--- src/rtl/friscv_h.sv ---
// Shared FRISCV definitions: master index encoding used by the caches,
// the top level and the read arbiter.
package friscv_h;

  typedef enum logic {
    MST_ICACHE = 1'b0,
    MST_DCACHE = 1'b1
  } mst_idx_t;

endpackage

--- src/rtl/friscv_scfifo.sv ---
// Single-clock FIFO with occupancy counter; pop on empty and push on full
// (without a simultaneous pop) are ignored.
module friscv_scfifo #(
  parameter int WIDTH = 1,
  parameter int DEPTH = 4
) (
  input  logic                       aclk,
  input  logic                       srst,
  input  logic                       push,
  input  logic [WIDTH-1:0]           data_in,
  input  logic                       pop,
  output logic [WIDTH-1:0]           data_out,
  output logic                       empty,
  output logic [$clog2(DEPTH):0]     count
);

  localparam int PTR_W = $clog2(DEPTH);
  localparam int CNT_W = PTR_W + 1;

  logic [WIDTH-1:0] mem [DEPTH];
  logic [PTR_W-1:0] wr_ptr;
  logic [PTR_W-1:0] rd_ptr;
  logic             full;
  logic             do_push;
  logic             do_pop;

  assign empty    = (count == '0);
  assign full     = (count == DEPTH[CNT_W-1:0]);
  assign do_pop   = pop && !empty;
  assign do_push  = push && (!full || do_pop);
  assign data_out = mem[rd_ptr];

  // DEPTH is a power of two, so the pointers wrap by plain overflow
  always_ff @(posedge aclk) begin
    if (srst) begin
      wr_ptr <= '0;
      rd_ptr <= '0;
      count  <= '0;
    end else begin
      if (do_push) wr_ptr <= wr_ptr + PTR_W'(1);
      if (do_pop)  rd_ptr <= rd_ptr + PTR_W'(1);
      case ({do_push, do_pop})
        2'b10:   count <= count + CNT_W'(1);
        2'b01:   count <= count - CNT_W'(1);
        default: count <= count;
      endcase
    end
  end

  always_ff @(posedge aclk) begin
    if (do_push) mem[wr_ptr] <= data_in;
  end

endmodule

--- src/rtl/friscv_axi_rd_arbiter.sv ---
// Two-master AXI read arbiter: round-robin AR grant into a registered s_ar
// stage, in-order R routing driven by a FIFO of granted master indexes.
module friscv_axi_rd_arbiter
  import friscv_h::*;
#(
  parameter int AXI_ADDR_W  = 32,
  parameter int AXI_ID_W    = 8,
  parameter int AXI_DATA_W  = 128,
  parameter int OSTDREQ_NUM = 4
) (
  input  logic                  aclk,
  input  logic                  srst,
  input  logic                  m0_arvalid,
  output logic                  m0_arready,
  input  logic [AXI_ADDR_W-1:0] m0_araddr,
  input  logic [7:0]            m0_arlen,
  input  logic [AXI_ID_W-1:0]   m0_arid,
  output logic                  m0_rvalid,
  input  logic                  m0_rready,
  output logic [AXI_ID_W-1:0]   m0_rid,
  output logic [1:0]            m0_rresp,
  output logic [AXI_DATA_W-1:0] m0_rdata,
  output logic                  m0_rlast,
  input  logic                  m1_arvalid,
  output logic                  m1_arready,
  input  logic [AXI_ADDR_W-1:0] m1_araddr,
  input  logic [7:0]            m1_arlen,
  input  logic [AXI_ID_W-1:0]   m1_arid,
  output logic                  m1_rvalid,
  input  logic                  m1_rready,
  output logic [AXI_ID_W-1:0]   m1_rid,
  output logic [1:0]            m1_rresp,
  output logic [AXI_DATA_W-1:0] m1_rdata,
  output logic                  m1_rlast,
  output logic                  s_arvalid,
  input  logic                  s_arready,
  output logic [AXI_ADDR_W-1:0] s_araddr,
  output logic [7:0]            s_arlen,
  output logic [AXI_ID_W-1:0]   s_arid,
  input  logic                  s_rvalid,
  output logic                  s_rready,
  input  logic [AXI_ID_W-1:0]   s_rid,
  input  logic [1:0]            s_rresp,
  input  logic [AXI_DATA_W-1:0] s_rdata,
  input  logic                  s_rlast,
  output logic                  stray_r
);

  localparam int CNT_W = $clog2(OSTDREQ_NUM) + 1;

  mst_idx_t         prio;
  mst_idx_t         ar_mst;
  mst_idx_t         gnt_mst;
  mst_idx_t         head_mst;
  logic             gnt_vld;
  logic             s_ar_hs;
  logic             r_pop;
  logic             fifo_empty;
  logic [0:0]       head_bit;
  logic [CNT_W-1:0] fifo_cnt;
  logic [CNT_W:0]   pending;

  assign s_ar_hs  = s_arvalid && s_arready;
  assign head_mst = mst_idx_t'(head_bit);

  // The held s_ar entry counts toward the limit; a same-cycle pop is not
  // credited, so the grant after a full stall comes one cycle after the pop.
  assign pending = {1'b0, fifo_cnt} + (CNT_W+1)'(s_arvalid);

  always_comb begin
    gnt_vld = 1'b0;
    gnt_mst = prio;
    if (!srst && (!s_arvalid || s_arready) && (pending < OSTDREQ_NUM[CNT_W:0])) begin
      if (m0_arvalid && m1_arvalid) begin
        gnt_vld = 1'b1;
        gnt_mst = prio;
      end else if (m0_arvalid) begin
        gnt_vld = 1'b1;
        gnt_mst = MST_ICACHE;
      end else if (m1_arvalid) begin
        gnt_vld = 1'b1;
        gnt_mst = MST_DCACHE;
      end
    end
  end

  assign m0_arready = gnt_vld && (gnt_mst == MST_ICACHE);
  assign m1_arready = gnt_vld && (gnt_mst == MST_DCACHE);

  always_ff @(posedge aclk) begin
    if (srst) begin
      s_arvalid <= 1'b0;
      s_araddr  <= '0;
      s_arlen   <= '0;
      s_arid    <= '0;
      ar_mst    <= MST_ICACHE;
      prio      <= MST_ICACHE;
    end else begin
      if (s_ar_hs) prio <= (prio == MST_ICACHE) ? MST_DCACHE : MST_ICACHE;
      if (gnt_vld) begin
        s_arvalid <= 1'b1;
        ar_mst    <= gnt_mst;
        if (gnt_mst == MST_ICACHE) begin
          s_araddr <= m0_araddr;
          s_arlen  <= m0_arlen;
          s_arid   <= m0_arid;
        end else begin
          s_araddr <= m1_araddr;
          s_arlen  <= m1_arlen;
          s_arid   <= m1_arid;
        end
      end else if (s_ar_hs) begin
        s_arvalid <= 1'b0;
      end
    end
  end

  friscv_scfifo #(
    .WIDTH (1),
    .DEPTH (OSTDREQ_NUM)
  ) u_order_fifo (
    .aclk     (aclk),
    .srst     (srst),
    .push     (s_ar_hs),
    .data_in  (1'(ar_mst)),
    .pop      (r_pop),
    .data_out (head_bit),
    .empty    (fifo_empty),
    .count    (fifo_cnt)
  );

  always_comb begin
    m0_rvalid = 1'b0;
    m1_rvalid = 1'b0;
    s_rready  = 1'b1;
    stray_r   = 1'b0;
    if (fifo_empty) begin
      stray_r = s_rvalid;
    end else if (head_mst == MST_ICACHE) begin
      m0_rvalid = s_rvalid;
      s_rready  = m0_rready;
    end else begin
      m1_rvalid = s_rvalid;
      s_rready  = m1_rready;
    end
  end

  assign r_pop = s_rvalid && s_rready && s_rlast && !fifo_empty;

  assign m0_rid   = s_rid;
  assign m0_rresp = s_rresp;
  assign m0_rdata = s_rdata;
  assign m0_rlast = s_rlast;
  assign m1_rid   = s_rid;
  assign m1_rresp = s_rresp;
  assign m1_rdata = s_rdata;
  assign m1_rlast = s_rlast;

endmodule
--- config.mk ---
export PLATFORM = sky130hd
export DESIGN_NAME = friscv_axi_rd_arbiter
export DESIGN_NICKNAME = d
export VERILOG_FILES = /design/src/rtl/friscv_h.sv /design/src/rtl/friscv_scfifo.sv /design/src/rtl/friscv_axi_rd_arbiter.sv
export SDC_FILE = /design/constraint.sdc
export NUM_CORES = 1
export LEC_CHECK = 0
export BUFFER_PORTS_ARGS = -buffer_cell sky130_fd_sc_hd__buf_2
export CAP_MARGIN = 15
export CORE_AREA = 2 2 227 229
export DETAILED_ROUTE_END_ITERATION = 8
export DIE_AREA = 0 0 229 231
export PLACE_DENSITY = 0.3
export SLEW_MARGIN = 15
export SYNTH_ARGS = -nofsm -noshare
export SYNTH_HDL_FRONTEND = slang
export SYNTH_SLANG_ARGS = --single-unit
--- constraint.sdc ---
create_clock -name aclk -period 3 [get_ports aclk]
set_input_delay 0.3 -clock aclk [delete_from_list [all_inputs] [get_ports aclk]]
set_output_delay 0.3 -clock aclk [all_outputs]
set_load 0.02 [all_outputs]
==> results.sh <==
export IMPL_multiplexer_area_fraction_after_synthesis_pct=11.2
export IMPL_cts_post_setup_buffers_inserted=0
export IMPL_setup_repair_after_global_routing_missed_its_margin="no"
export IMPL_cts_tree="done"
export IMPL_synth_xor_xnor_area_share_pct=0.519
export IMPL_die_area_um2=52900
export IMPL_first_global_vias=2998
export IMPL_yosysSeqAreaShare_pct=26.1
export IMPL_max_vdd_ir_drop_mv=0.215
export IMPL_timing_critical_path_max_delay_family="compound AO/OA/AOI/OAI gates"
export IMPL_synthArstFlopShare_pct=0
export IMPL_report_final_hold_viol_count=0
export IMPL_worst_clock_skew_ns=0.00650
export IMPL_syn_to_final_growth_pct=-3.46
export IMPL_finalCritPeriodShare_pct=81.8
export IMPL_synth_compound_gate_area_share_pct=9.42
export IMPL_outcome="complete, no violations"
export IMPL_fillCellCount=5951
export IMPL_setup_worst_path_start_class="flip-flop"
export IMPL_drt_pass1_iter_count=4
export IMPL_p_clk_share_pct=41.4
export IMPL_postRouteAntennaNets=0
export IMPL_mean_routed_wirelength_per_cell_um=12.8
export IMPL_synth_simple_gate_area_share_pct=7.02
export IMPL_dominantRegCellSynth="sky130_fd_sc_hd__dfxtp_1"
export IMPL_drive_gt1_share_pct=41.4
export IMPL_most_frequent_cells_after_synthesis="278 x sky130_fd_sc_hd__buf_4, 63 x sky130_fd_sc_hd__nor2_1, 60 x sky130_fd_sc_hd__dfxtp_1"
export IMPL_route_vias_total=3009
export IMPL_die_width_um=229
export IMPL_cts_max_level=3
export IMPL_grt_pass1_wl_mm=20.0
export IMPL_cts_sinks=64
export IMPL_path_buf_inv=2
export IMPL_largest_family_of_logic_cells_by_synthesized_area="buffers and inverters"
export IMPL_period_needed_ns=2.45
export IMPL_min_from="m1_araddr[17]"
export IMPL_post_synth_top_count_cell="sky130_fd_sc_hd__buf_4"
export IMPL_timing_final_setup_violations=0
export IMPL_non_filler_cells_in_the_finished_layout=1142
export IMPL_drt_first_iter_violations=65
export IMPL_relSlewSlack_pct=60.2
export IMPL_initial_antenna_violation_count=2
export IMPL_gr_total_overflow=0
export IMPL_cp_required_ns=2.70
export IMPL_power_density_nw_per_um2=526
export IMPL_critPathArrivalTime_ns=2.15
export IMPL_synth_nets=826
export IMPL_std_cell_rows=83
export IMPL_cts_max_path_buffers=2
export IMPL_vias_per_cell=2.63
export IMPL_synthDominantCellAreaShare_pct=41.2
export IMPL_placed_cell_area_um2=4600
export IMPL_synth_avg_cell_area_um2=8.75
export IMPL_power_switching_share_pct=31.8
export IMPL_clk_pin_slew_ns=0.06
export IMPL_initial_utilization_pct=9.98
export IMPL_worstMarginPinSlew_ns=0.596
export IMPL_cts_hold_buffers=0
export IMPL_fin_tns_setup_ns=0
export IMPL_r2r_setup_slk_ns=0.63
export IMPL_core_um2=50700
export IMPL_synth_enable_flop_cells=4
export IMPL_clock_root_buffer="sky130_fd_sc_hd__clkbuf_16"
export IMPL_grt_start_max_net_pins=57
export IMPL_internal_power_mw=1.75
export IMPL_power_leakage_nw=2.16
export IMPL_place_hpwl_mm=11.1
export IMPL_design_area_um2=4880
export IMPL_port_buffer_count=161
export IMPL_cts_inserted_buffers=9
export IMPL_post_route_drc_count=0
export IMPL_postRouteWirelength_mm=14.6
export IMPL_place_gp_congestion=0.682
export IMPL_maxCapViolations=0
export IMPL_global_route_usage_total_pct=5.49
export IMPL_timing_rr_start="u_order_fifo.mem[0]"
export IMPL_cts_repair_resized=0
export IMPL_synth_fa_ha_area_share_pct=1.38
export IMPL_fmaxAchievable_mhz=408
export IMPL_numPlacedInstances=1125
export IMPL_design_final_nets=704
export IMPL_design_portCount=576
export IMPL_finalMaxSlewViolations=0
export IMPL_synth_top_area_cell="sky130_fd_sc_hd__buf_4"
export IMPL_worst_setup_path_type="flip-flop to primary output"
export IMPL_critical_r2r_capture="u_order_fifo.count[1]"
export IMPL_hp_class="primary input to flip-flop"
export IMPL_critical_path_endpoint_type="primary output"
export IMPL_syn_area_um2=5060
export IMPL_synth_distinct_cells=37
export IMPL_p_sw_mw=0.816
export IMPL_critPathSlowestCell="sky130_fd_sc_hd__buf_4"
export IMPL_worst_r2r_cell_count=7
export IMPL_yosys_register_bits=64
export IMPL_post_synth_inst_count=578
export IMPL_hold_path_depth=3
export IMPL_critPathMaxStageDelay_ns=0.35
export IMPL_die_h_um=231
export IMPL_min_to="s_araddr[17]"
export IMPL_cp_cell_sequence="or2_4 -> o31a_1 -> a311oi_4 -> buf_4 -> nor2b_1 -> buf_2"
export IMPL_power_combinational_fraction_pct=20.9
export IMPL_clock_latency_ns=0.37
export IMPL_synth_area_top_cells="sky130_fd_sc_hd__buf_4 41%, sky130_fd_sc_hd__dfxtp_1 24%, sky130_fd_sc_hd__mux2i_1 10%, sky130_fd_sc_hd__a211oi_1 7.1%, sky130_fd_sc_hd__nor2_1 4.7%"
export IMPL_path_max_fanout=13
export IMPL_seqPwrFrac_pct=37.7
export IMPL_synth_warn=0
[stage by stage]
step	setup slack, ns	hold WS (ns)	utilization, %	total power, mW
floorplan	0.782	0.461	-	1.85
global placement	0.616	0.486	9.09	1.55
detailed placement	0.619	0.488	9.09	1.55
CTS	0.439	0.216	9.63	2.69
global route	0.391	0.243	9.63	2.75
finish	0.547	0.265	9.64	2.57
[layout make-up]
type                            instances  area [um^2]  share of cell area, %
Antenna cell                            1         2.50                 0.0512
Clock buffer                           13          260                   5.33
Clock inverter                          3         17.5                  0.359
Inverter                                8         30.0                  0.615
Multi-Input combinational cell        205         1510                   30.8
Sequential cell                        64         1320                   27.0
Tap cell                              680          851                   17.4
Timing Repair Buffer                  168          896                   18.3
[registers in the layout (all words and copies together), names as in the netlist, 2 cells and up, named ones only]
| name | count |
|---|---|
| u_order_fifo.count | 3 |
| s_arlen | 8 |
| u_order_fifo.rd_ptr | 2 |
| u_order_fifo.wr_ptr | 2 |
| u_order_fifo.mem | 4 |
| s_araddr | 32 |
| s_arid | 8 |
[placed cells by master, fill, tap and decap left out, types with 2 or more instances in the layout]
cell type                   instances
sky130_fd_sc_hd__nand3_1            2
sky130_fd_sc_hd__buf_4              4
sky130_fd_sc_hd__clkbuf_16          9
sky130_fd_sc_hd__inv_1              8
sky130_fd_sc_hd__clkinv_2           2
sky130_fd_sc_hd__edfxtp_1           4
sky130_fd_sc_hd__nand2b_1           3
sky130_fd_sc_hd__and2_1             5
sky130_fd_sc_hd__buf_12             3
sky130_fd_sc_hd__mux2_2             2
sky130_fd_sc_hd__nand2_1            5
sky130_fd_sc_hd__dfxtp_1           60
sky130_fd_sc_hd__mux2i_1           51
sky130_fd_sc_hd__clkbuf_1           2
sky130_fd_sc_hd__clkbuf_8           2
sky130_fd_sc_hd__ha_1               4
sky130_fd_sc_hd__xnor2_1            2
sky130_fd_sc_hd__a211oi_1          48
sky130_fd_sc_hd__nor2_1            63
sky130_fd_sc_hd__buf_2            161
[metal layers]
layer | global-route usage [%] | up-vias | wire length [um]
met5 | 0.276 | - | 0
met4 | 4.85 | 0 | 936
met3 | 4.21 | 97 | 2160
met2 | 8.20 | 257 | 6560
met1 | 4.79 | 1266 | 4910
li1 | - | 1389 | -
[cells by family (layout without fill, tap and decap cells)]
logic type               Yosys count  after routing
AO/OA/AOI/OAI                     58             58
XOR/XNOR                           3              3
adder cells (fa/ha/maj)            5              5
buffers and inverters            309            192
flip-flops                        64             64
multiplexers                      55             55
other                              0              1
AND/OR/NAND/NOR                   84             84
[tightest hold or removal path, cell delays in order]
cell                       delay, ns
sky130_fd_sc_hd__buf_2          0.09
sky130_fd_sc_hd__mux2i_1        0.11
sky130_fd_sc_hd__a211oi_1       0.08
[power by group through the flow]
stage | logic, mW | registers (mW) | clock network (mW)
finish | 0.537 | 0.970 | 1.06
global route | 0.596 | 0.980 | 1.18
CTS | 0.557 | 0.972 | 1.16
detailed placement | 0.556 | 0.990 | 0
global placement | 0.556 | 0.989 | 0
floorplan | 0.795 | 1.06 | 0
[how the worst max path moves through the flow]
stage / cells past startpoint / from / slack (ns) / to
floorplan: 7 / flip-flop / 0.78 / u_order_fifo.count[1]
CTS: 6 / u_order_fifo.count[2] / 0.44 / m1_arready
finish: 6 / u_order_fifo.count[2] / 0.55 / m1_arready
detailed placement: 7 / u_order_fifo.mem[0] / 0.62 / u_order_fifo.count[1]
global placement: 7 / u_order_fifo.mem[1] / 0.62 / u_order_fifo.count[1]
global route: 6 / u_order_fifo.count[2] / 0.39 / m1_arready
Note: power is estimated with default switching activity, not from simulation.
